**src/rtl/adc_scan_scheduler.sv**
```systemverilog
`timescale 1ns / 1ps
// adc_scan_scheduler
//   Scan sequencer for the 8-channel 10-bit SPI ADC on the Pmod_ADC board.
//   Runs periodic (enable) or triggered (trig) scans over a latched channel
//   mask. For each set bit it runs one SPI frame: it drives AD_CLK/CS/DIN,
//   shifts in DOUT and presents the result on a one-entry valid/ready output.
//
// Ports
//   clk, rst_n            system clock, async active-low reset
//   enable                arms the periodic scan timer
//   trig                  one-cycle scan request (ORed with the periodic tick)
//   ch_mask[7:0]          channels to convert, latched at scan start
//   single_ended          SGL/DIFF command bit, latched at scan start
//   AD_CLK, CS, DIN       SPI master outputs (AD_CLK idles low, CS active low)
//   DOUT                  SPI data from the ADC, asynchronous to clk
//   sample_valid/ready    output handshake
//   sample_ch, sample_data  channel and B9..B0 of the held sample
//   busy                  scan in progress
//   overrun               sticky: a finished sample found the output full
//   scan_late             sticky: a request arrived while one was pending
//
// State    | meaning
// ---------+---------------------------------------------------------------
// S_IDLE   | no scan; a request or pending request launches one
// S_SETUP  | CS low, AD_CLK low, DIN = start bit, one half-period
// S_SHIFT  | 17 AD_CLK periods (34 half-periods, low phase first)
// S_CSHOLD | CS high between frames, all but the last cycle of the gap
// S_NEXT   | last gap cycle: next channel, back-to-back scan, or idle
module adc_scan_scheduler #(
    parameter int CLK_DIV     = 38,
    parameter int CS_HIGH     = 2,
    parameter int SCAN_PERIOD = 100000
) (
    input  logic       clk,
    input  logic       rst_n,
    input  logic       enable,
    input  logic       trig,
    input  logic [7:0] ch_mask,
    input  logic       single_ended,
    output logic       AD_CLK,
    output logic       CS,
    output logic       DIN,
    input  logic       DOUT,
    output logic       sample_valid,
    input  logic       sample_ready,
    output logic [2:0] sample_ch,
    output logic [9:0] sample_data,
    output logic       busy,
    output logic       overrun,
    output logic       scan_late
);

    localparam int HOLD_CYC = CS_HIGH * CLK_DIV;
    localparam int TMR_W    = $clog2(HOLD_CYC) + 1;
    localparam int PER_W    = (SCAN_PERIOD > 1) ? $clog2(SCAN_PERIOD) : 1;

    localparam logic [TMR_W-1:0] HALF_LD  = TMR_W'(CLK_DIV - 1);
    // The final gap cycle is spent in S_NEXT, so CSHOLD runs one cycle short.
    localparam logic [TMR_W-1:0] HOLD_LD  = TMR_W'(HOLD_CYC - 2);
    localparam logic [PER_W-1:0] PER_LAST = PER_W'(SCAN_PERIOD - 1);
    localparam logic [5:0]       LAST_HP  = 6'd33;
    localparam logic [5:0]       FIRST_DATA_HP = 6'd15;

    typedef enum logic [2:0] {
        S_IDLE,
        S_SETUP,
        S_SHIFT,
        S_CSHOLD,
        S_NEXT
    } state_t;

    state_t           state, state_nxt;
    logic [TMR_W-1:0] tmr, tmr_nxt;
    logic [5:0]       hp_idx, hp_nxt;

    logic [PER_W-1:0] per_cnt;
    logic             tick, req, pending, en_q, en_fall;
    logic [7:0]       rem_mask, rem_after;
    logic [2:0]       cur_ch;
    logic             sgl_q;
    logic             dout_s1, dout_s2;
    logic [8:0]       shreg;

    logic tmr_tc, can_launch, launch, launch_go;
    logic capture, load_evt, take;
    logic cs_nxt, ad_clk_nxt, din_nxt, busy_nxt;

    assign tick    = enable && (per_cnt == PER_LAST);
    assign req     = tick || trig;
    assign en_fall = en_q && !enable;
    assign tmr_tc  = (tmr == '0);

    // Lowest remaining channel is the one being converted.
    always_comb begin
        cur_ch = 3'd0;
        for (int i = 7; i >= 0; i--) begin
            if (rem_mask[i]) cur_ch = 3'(i);
        end
    end

    assign rem_after = rem_mask & ~(8'd1 << cur_ch);

    // A new scan may start from IDLE, or directly out of the last frame's gap
    // so that a pending request runs back-to-back with no extra idle cycle.
    assign can_launch = (state == S_IDLE) ||
                        ((state == S_NEXT) && (rem_after == 8'd0));
    assign launch     = can_launch && (req || pending);
    assign launch_go  = launch && (ch_mask != 8'd0);

    // DOUT is sampled on the cycle that ends a high phase; only edges 8..17
    // carry result bits.
    assign capture  = (state == S_SHIFT) && hp_idx[0] && tmr_tc;
    assign load_evt = capture && (hp_idx == LAST_HP);
    assign take     = load_evt && (!sample_valid || sample_ready);

    always_ff @(posedge clk or negedge rst_n) begin
        if (!rst_n) begin
            state  <= S_IDLE;
            tmr    <= '0;
            hp_idx <= '0;
        end else begin
            state  <= state_nxt;
            tmr    <= tmr_nxt;
            hp_idx <= hp_nxt;
        end
    end

    always_comb begin
        state_nxt = state;
        tmr_nxt   = tmr;
        hp_nxt    = hp_idx;
        case (state)
            S_IDLE: begin
                if (launch_go) begin
                    state_nxt = S_SETUP;
                    tmr_nxt   = HALF_LD;
                end
            end
            S_SETUP: begin
                if (tmr_tc) begin
                    state_nxt = S_SHIFT;
                    tmr_nxt   = HALF_LD;
                    hp_nxt    = 6'd0;
                end else begin
                    tmr_nxt = tmr - TMR_W'(1);
                end
            end
            S_SHIFT: begin
                if (tmr_tc) begin
                    if (hp_idx == LAST_HP) begin
                        state_nxt = S_CSHOLD;
                        tmr_nxt   = HOLD_LD;
                    end else begin
                        hp_nxt  = hp_idx + 6'd1;
                        tmr_nxt = HALF_LD;
                    end
                end else begin
                    tmr_nxt = tmr - TMR_W'(1);
                end
            end
            S_CSHOLD: begin
                if (tmr_tc) begin
                    state_nxt = S_NEXT;
                end else begin
                    tmr_nxt = tmr - TMR_W'(1);
                end
            end
            S_NEXT: begin
                if (rem_after != 8'd0 || launch_go) begin
                    state_nxt = S_SETUP;
                    tmr_nxt   = HALF_LD;
                end else begin
                    state_nxt = S_IDLE;
                end
            end
            default: begin
                state_nxt = S_IDLE;
            end
        endcase

        // Pin values follow the next state so they change on the same edge.
        // DIN depends on hp>>1, so it only moves when AD_CLK goes low.
        cs_nxt     = !((state_nxt == S_SETUP) || (state_nxt == S_SHIFT));
        ad_clk_nxt = (state_nxt == S_SHIFT) && hp_nxt[0];
        busy_nxt   = (state_nxt != S_IDLE);
        din_nxt    = 1'b0;
        if (state_nxt == S_SETUP) begin
            din_nxt = 1'b1;
        end else if (state_nxt == S_SHIFT) begin
            case (hp_nxt[5:1])
                5'd0:    din_nxt = 1'b1;
                5'd1:    din_nxt = sgl_q;
                5'd2:    din_nxt = cur_ch[2];
                5'd3:    din_nxt = cur_ch[1];
                5'd4:    din_nxt = cur_ch[0];
                default: din_nxt = 1'b0;
            endcase
        end
    end

    always_ff @(posedge clk or negedge rst_n) begin
        if (!rst_n) begin
            CS      <= 1'b1;
            AD_CLK  <= 1'b0;
            DIN     <= 1'b0;
            busy    <= 1'b0;
        end else begin
            CS      <= cs_nxt;
            AD_CLK  <= ad_clk_nxt;
            DIN     <= din_nxt;
            busy    <= busy_nxt;
        end
    end

    always_ff @(posedge clk or negedge rst_n) begin
        if (!rst_n) begin
            per_cnt <= '0;
            en_q    <= 1'b0;
        end else begin
            en_q <= enable;
            if (!enable || tick) begin
                per_cnt <= '0;
            end else begin
                per_cnt <= per_cnt + PER_W'(1);
            end
        end
    end

    always_ff @(posedge clk or negedge rst_n) begin
        if (!rst_n) begin
            pending   <= 1'b0;
            scan_late <= 1'b0;
            overrun   <= 1'b0;
            rem_mask  <= 8'd0;
            sgl_q     <= 1'b0;
        end else begin
            // trig during enable is still honoured when enable falls on the
            // same cycle; only the stale pending request is dropped.
            if (launch) begin
                pending <= 1'b0;
            end else if (state != S_IDLE && req) begin
                pending <= 1'b1;
            end else if (en_fall) begin
                pending <= 1'b0;
            end

            if (trig && !enable) begin
                scan_late <= 1'b0;
                overrun   <= 1'b0;
            end else begin
                if (req && pending) scan_late <= 1'b1;
                if (load_evt && !take) overrun <= 1'b1;
            end

            if (launch_go) begin
                rem_mask <= ch_mask;
                sgl_q    <= single_ended;
            end else if (state == S_NEXT) begin
                rem_mask <= rem_after;
            end
        end
    end

    always_ff @(posedge clk or negedge rst_n) begin
        if (!rst_n) begin
            dout_s1 <= 1'b0;
            dout_s2 <= 1'b0;
            shreg   <= 9'd0;
        end else begin
            dout_s1 <= DOUT;
            dout_s2 <= dout_s1;
            if (capture && hp_idx >= FIRST_DATA_HP) begin
                shreg <= {shreg[7:0], dout_s2};
            end
        end
    end

    always_ff @(posedge clk or negedge rst_n) begin
        if (!rst_n) begin
            sample_valid <= 1'b0;
            sample_ch    <= 3'd0;
            sample_data  <= 10'd0;
        end else begin
            if (take) begin
                sample_valid <= 1'b1;
                sample_ch    <= cur_ch;
                sample_data  <= {shreg, dout_s2};
            end else if (sample_ready) begin
                sample_valid <= 1'b0;
            end
        end
    end

endmodule

```
**config.mk**
```make
export PLATFORM = sky130hd
export DESIGN_NAME = adc_scan_scheduler
export DESIGN_NICKNAME = d
export VERILOG_FILES = /design/src/rtl/adc_scan_scheduler.sv
export SDC_FILE = /design/constraint.sdc
export NUM_CORES = 1
export LEC_CHECK = 0
export CORE_MARGIN = 5
export CORE_UTILIZATION = 50
export DETAILED_ROUTE_END_ITERATION = 8
export GPL_TIMING_DRIVEN = 0
export PLACE_DENSITY = 0.7
export SLEW_MARGIN = 25
export SYNTH_ARGS = -nofsm -noshare
export SYNTH_HDL_FRONTEND = slang
export SYNTH_SLANG_ARGS = --single-unit
```
**constraint.sdc**
```tcl
create_clock -name clk -period 2.3 [get_ports clk]
set_input_delay 0.23 -clock clk [delete_from_list [all_inputs] [get_ports clk]]
set_output_delay 0.23 -clock clk [all_outputs]
set_load 0.005 [all_outputs]
```
==> flow_summary.yaml <==
die:
  die_x_um: 97.52
  die-area_um2: 9510
  start_util: 0.5035
  rows: 32
  core-area_um2: 7607
  die_h_um: 97.52
  io_pins: 35
placement:
  portBuffers: 34
  place_congestion: 0.8548
  dpl.cell_count: 507
  dp_hpwl_um: 5576
  placed_area_um2: 4315
timing:
  tightest_slew_ns: 0.8058
  finalSetupViolCount: 14
  timing.final.crit_period_ns: 2.373
  tns_ns: -0.3587
  max_freq_mhz: 421.5
  skew_ns: 0.01033
  finalCritPeriodShare: 1.032
  fin_ws_ns: -0.07257
  holdWs_ns: 0.3150
  hold_violations: 0
  rsz0062_at_grt: "true"
  slew_viol_final: 0
  slew_headroom: 0.4578
route:
  drt-initial-drc-count: 156
  route.detailed.drc: 0
  wl_per_cell_um: 15.88
  drt_pre_antenna_iters: 4
  via_per_inst: 5.476
  wl_um: 8735
  vias: 3012
  antenna_left: 0
min_path:
  hp-start: "DOUT"
  hold_class: "in2reg"
  whs_endpoint: "dout_s1$_DFF_PN0_"
  hold_depth: 1
clock_tree:
  clkLatencyLatePin_ns: 0.35
  clock_path_buffers: 2
  cts.sinks: 76
  cts_made_buffers: 9
  clkTransAtPathRegs_ns: 0.08
  cts_tree: "done"
  cts_root_buf: "clkbuf_8"
  htree_levels: 3
yosys:
  synth_top_area_cell: "dfrtp_1"
  synthArstFlopShare: 1.000
  syn_area_per_cell_um2: 10.35
  synth_cell_types: 61
  synth_area_leaders: "dfrtp_1 (49%), mux2_2 (4.7%), o21ai_0 (3.7%)"
  ys.flop_type: "dfrtp_1"
  ys_seq_area_frac: 0.4969
  syn-instance-count: 370
  ys.warnings.count: 0
  ys_ff_latch: 76
  synth_edf_count: 0
  synth.top_cell.area_share: 0.4900
  synth_nets: 390
  syn_area_um2: 3830
critical_path:
  crit_path_max_incr_delay_ns: 0.58
  worst_setup_path_start_kind: "flip-flop"
  crit_type: "reg2reg"
  crit_chain: "or4_4, a211oi_2, or3_4, o211ai_4, o32ai_4, buf_6, o21ai_2, o41ai_2"
  reg2reg_slack_ns: -0.07
  timing.rr.start: "rem_mask[2]$_DFFE_PN0P_"
  critPathCaptureType: "flip-flop"
  reg2regPathDepth: 8
  crit_fanout: 5
  critPathSlowestCell: "or4_4"
  crit_arrival_ns: 2.59
  cp.required_ns: 2.52
  rr_endpoint: "tmr[7]$_DFFE_PN0P_"
final_layout:
  antennaDiodeCount: 0
  layout_common_cells: "dfrtp_1 (72), nor2_1 (33), clkdlybuf4s50_1 (33)"
  final_common_cell: "dfrtp_1"
  drive_gt1_frac: 0.2723
  nets: 463
  final_area_um2: 5050
  fin_cells: 550
  syn_to_final_growth_pct: 31.85
outcome:
  violations: "setup timing"
  outcome: "complete, but fails checks"
grt:
  grt_overflow: 0
  grt_max_degree: 43
  grt_pass1_vias: 3237
  grtUsageTotal: 0.1892
  grt_pass1_wl_um: 14920
  antenna_found_initial: 0
pwr:
  irDropWorstVdd_uv: 537.4
  p_leak_nw: 2.264
  powerDensity_nw_per_um2: 553.1
  power_w: 0.002793
run:
  max-cap-violations: 0
layout make-up:
class	instances	area, µm²
buffer	6	38.79
inverter	22	86.33
timing repair buffer	64	589.3
clock inverter	6	136.4
clock buffer	10	127.6
fill	582	2557
sequential	76	1907
tap	102	127.6
multi-input combinational	264	2037
through the flow:
stage,worst slack [ns],util
after global routing,-0.1608,0.6638
after floorplan,0.01272,-
after CTS,-0.02903,0.6257
after global placement,-1.705,0.5650
final,-0.07257,0.6638
after detailed placement,-0.5763,0.5673
worst max-delay path by stage:
stage                            startpoint                    endpoint  cells past startpoint
global placement                      rst_n       per_cnt[12]$_DFF_PN0_                      1
global route        rem_mask[2]$_DFFE_PN0P_          tmr[7]$_DFFE_PN0P_                      8
finish              rem_mask[2]$_DFFE_PN0P_          tmr[7]$_DFFE_PN0P_                      8
CTS                 rem_mask[1]$_DFFE_PN0P_     rem_mask[4]$_DFFE_PN0P_                      8
detailed placement       tmr[0]$_DFFE_PN0P_  sample_data[6]$_DFFE_PN0P_                      8
floorplan                tmr[0]$_DFFE_PN0P_  sample_data[5]$_DFFE_PN0P_                      8
critical path, delay by kind of cell, from the launching register on:
kind / cells / cell delay [ns]
buf+inv: 1 / 0.18
compound gates: 5 / 0.91
flops: 1 / 0.41
simple gates: 2 / 0.74
flip-flops by register name (all words and copies together), names as in the netlist, 3 cells and up:
register     count
sample_data     10
tmr              8
state            3
shreg            9
per_cnt         17
rem_mask         8
hp_idx           6
sample_ch        3
Yosys cell counts, drive strengths merged, types with 4 or more instances:
master and count:
a21oi 16, and3 5, and4 4, clkbuf 5, dfrtp 75, ha 5, inv 22, mux2 24
mux2i 6, nand2 27, nand2b 6, nand3 11, nor2 36, nor2b 9, nor3 13, nor4 4
o21ai 28, or3 5, xnor2 5, xor2 11
layer usage:
metal / vias up / GRT usage / share of wire
met5: - / 0 / 0
met4: 0 / 0.07455 / 0.018
met3: 16 / 0.05743 / 0.041
met2: 56 / 0.3052 / 0.50
met1: 1469 / 0.2381 / 0.44
li1: 1471 / - / -
power breakdown:
| group | internal [W] | switching (W) | total (W) |
|---|---|---|---|
| Combinational | 0.0000431 | 0.0000498 | 0.0000929 |
| Clock | 0.000833 | 0.000513 | 0.00135 |
| Sequential | 0.00135 | 0.00000904 | 0.00135 |
| Total | 0.00222 | 0.000572 | 0.00279 |
logic make-up (layout without fill, tap and decap cells):
logic type / after synthesis / after routing / synth area share
and+or+nand+nor: 134 / 134 / 0.1908
AOI/OAI and AO/OA: 79 / 79 / 0.1369
DFF: 76 / 76 / 0.4969
muxes: 30 / 30 / 0.08918
buffers and inverters: 30 / 108 / 0.03332
xor gates and xnor gates: 16 / 16 / 0.03659
adders and majority gates: 5 / 5 / 0.01633
timing repair:
action                                  in CTS  in global routing
pin swaps                                   10                 16
endpoints found under the setup margin      45                 42
hold buffers                                 1                  0
gates cloned                                 1                  0
hold endpoints to repair                    33                  0
gates resized for setup                     18                 56
buffers inserted                            13                 15
No activity file was read; power rests on OpenSTA's default activity.
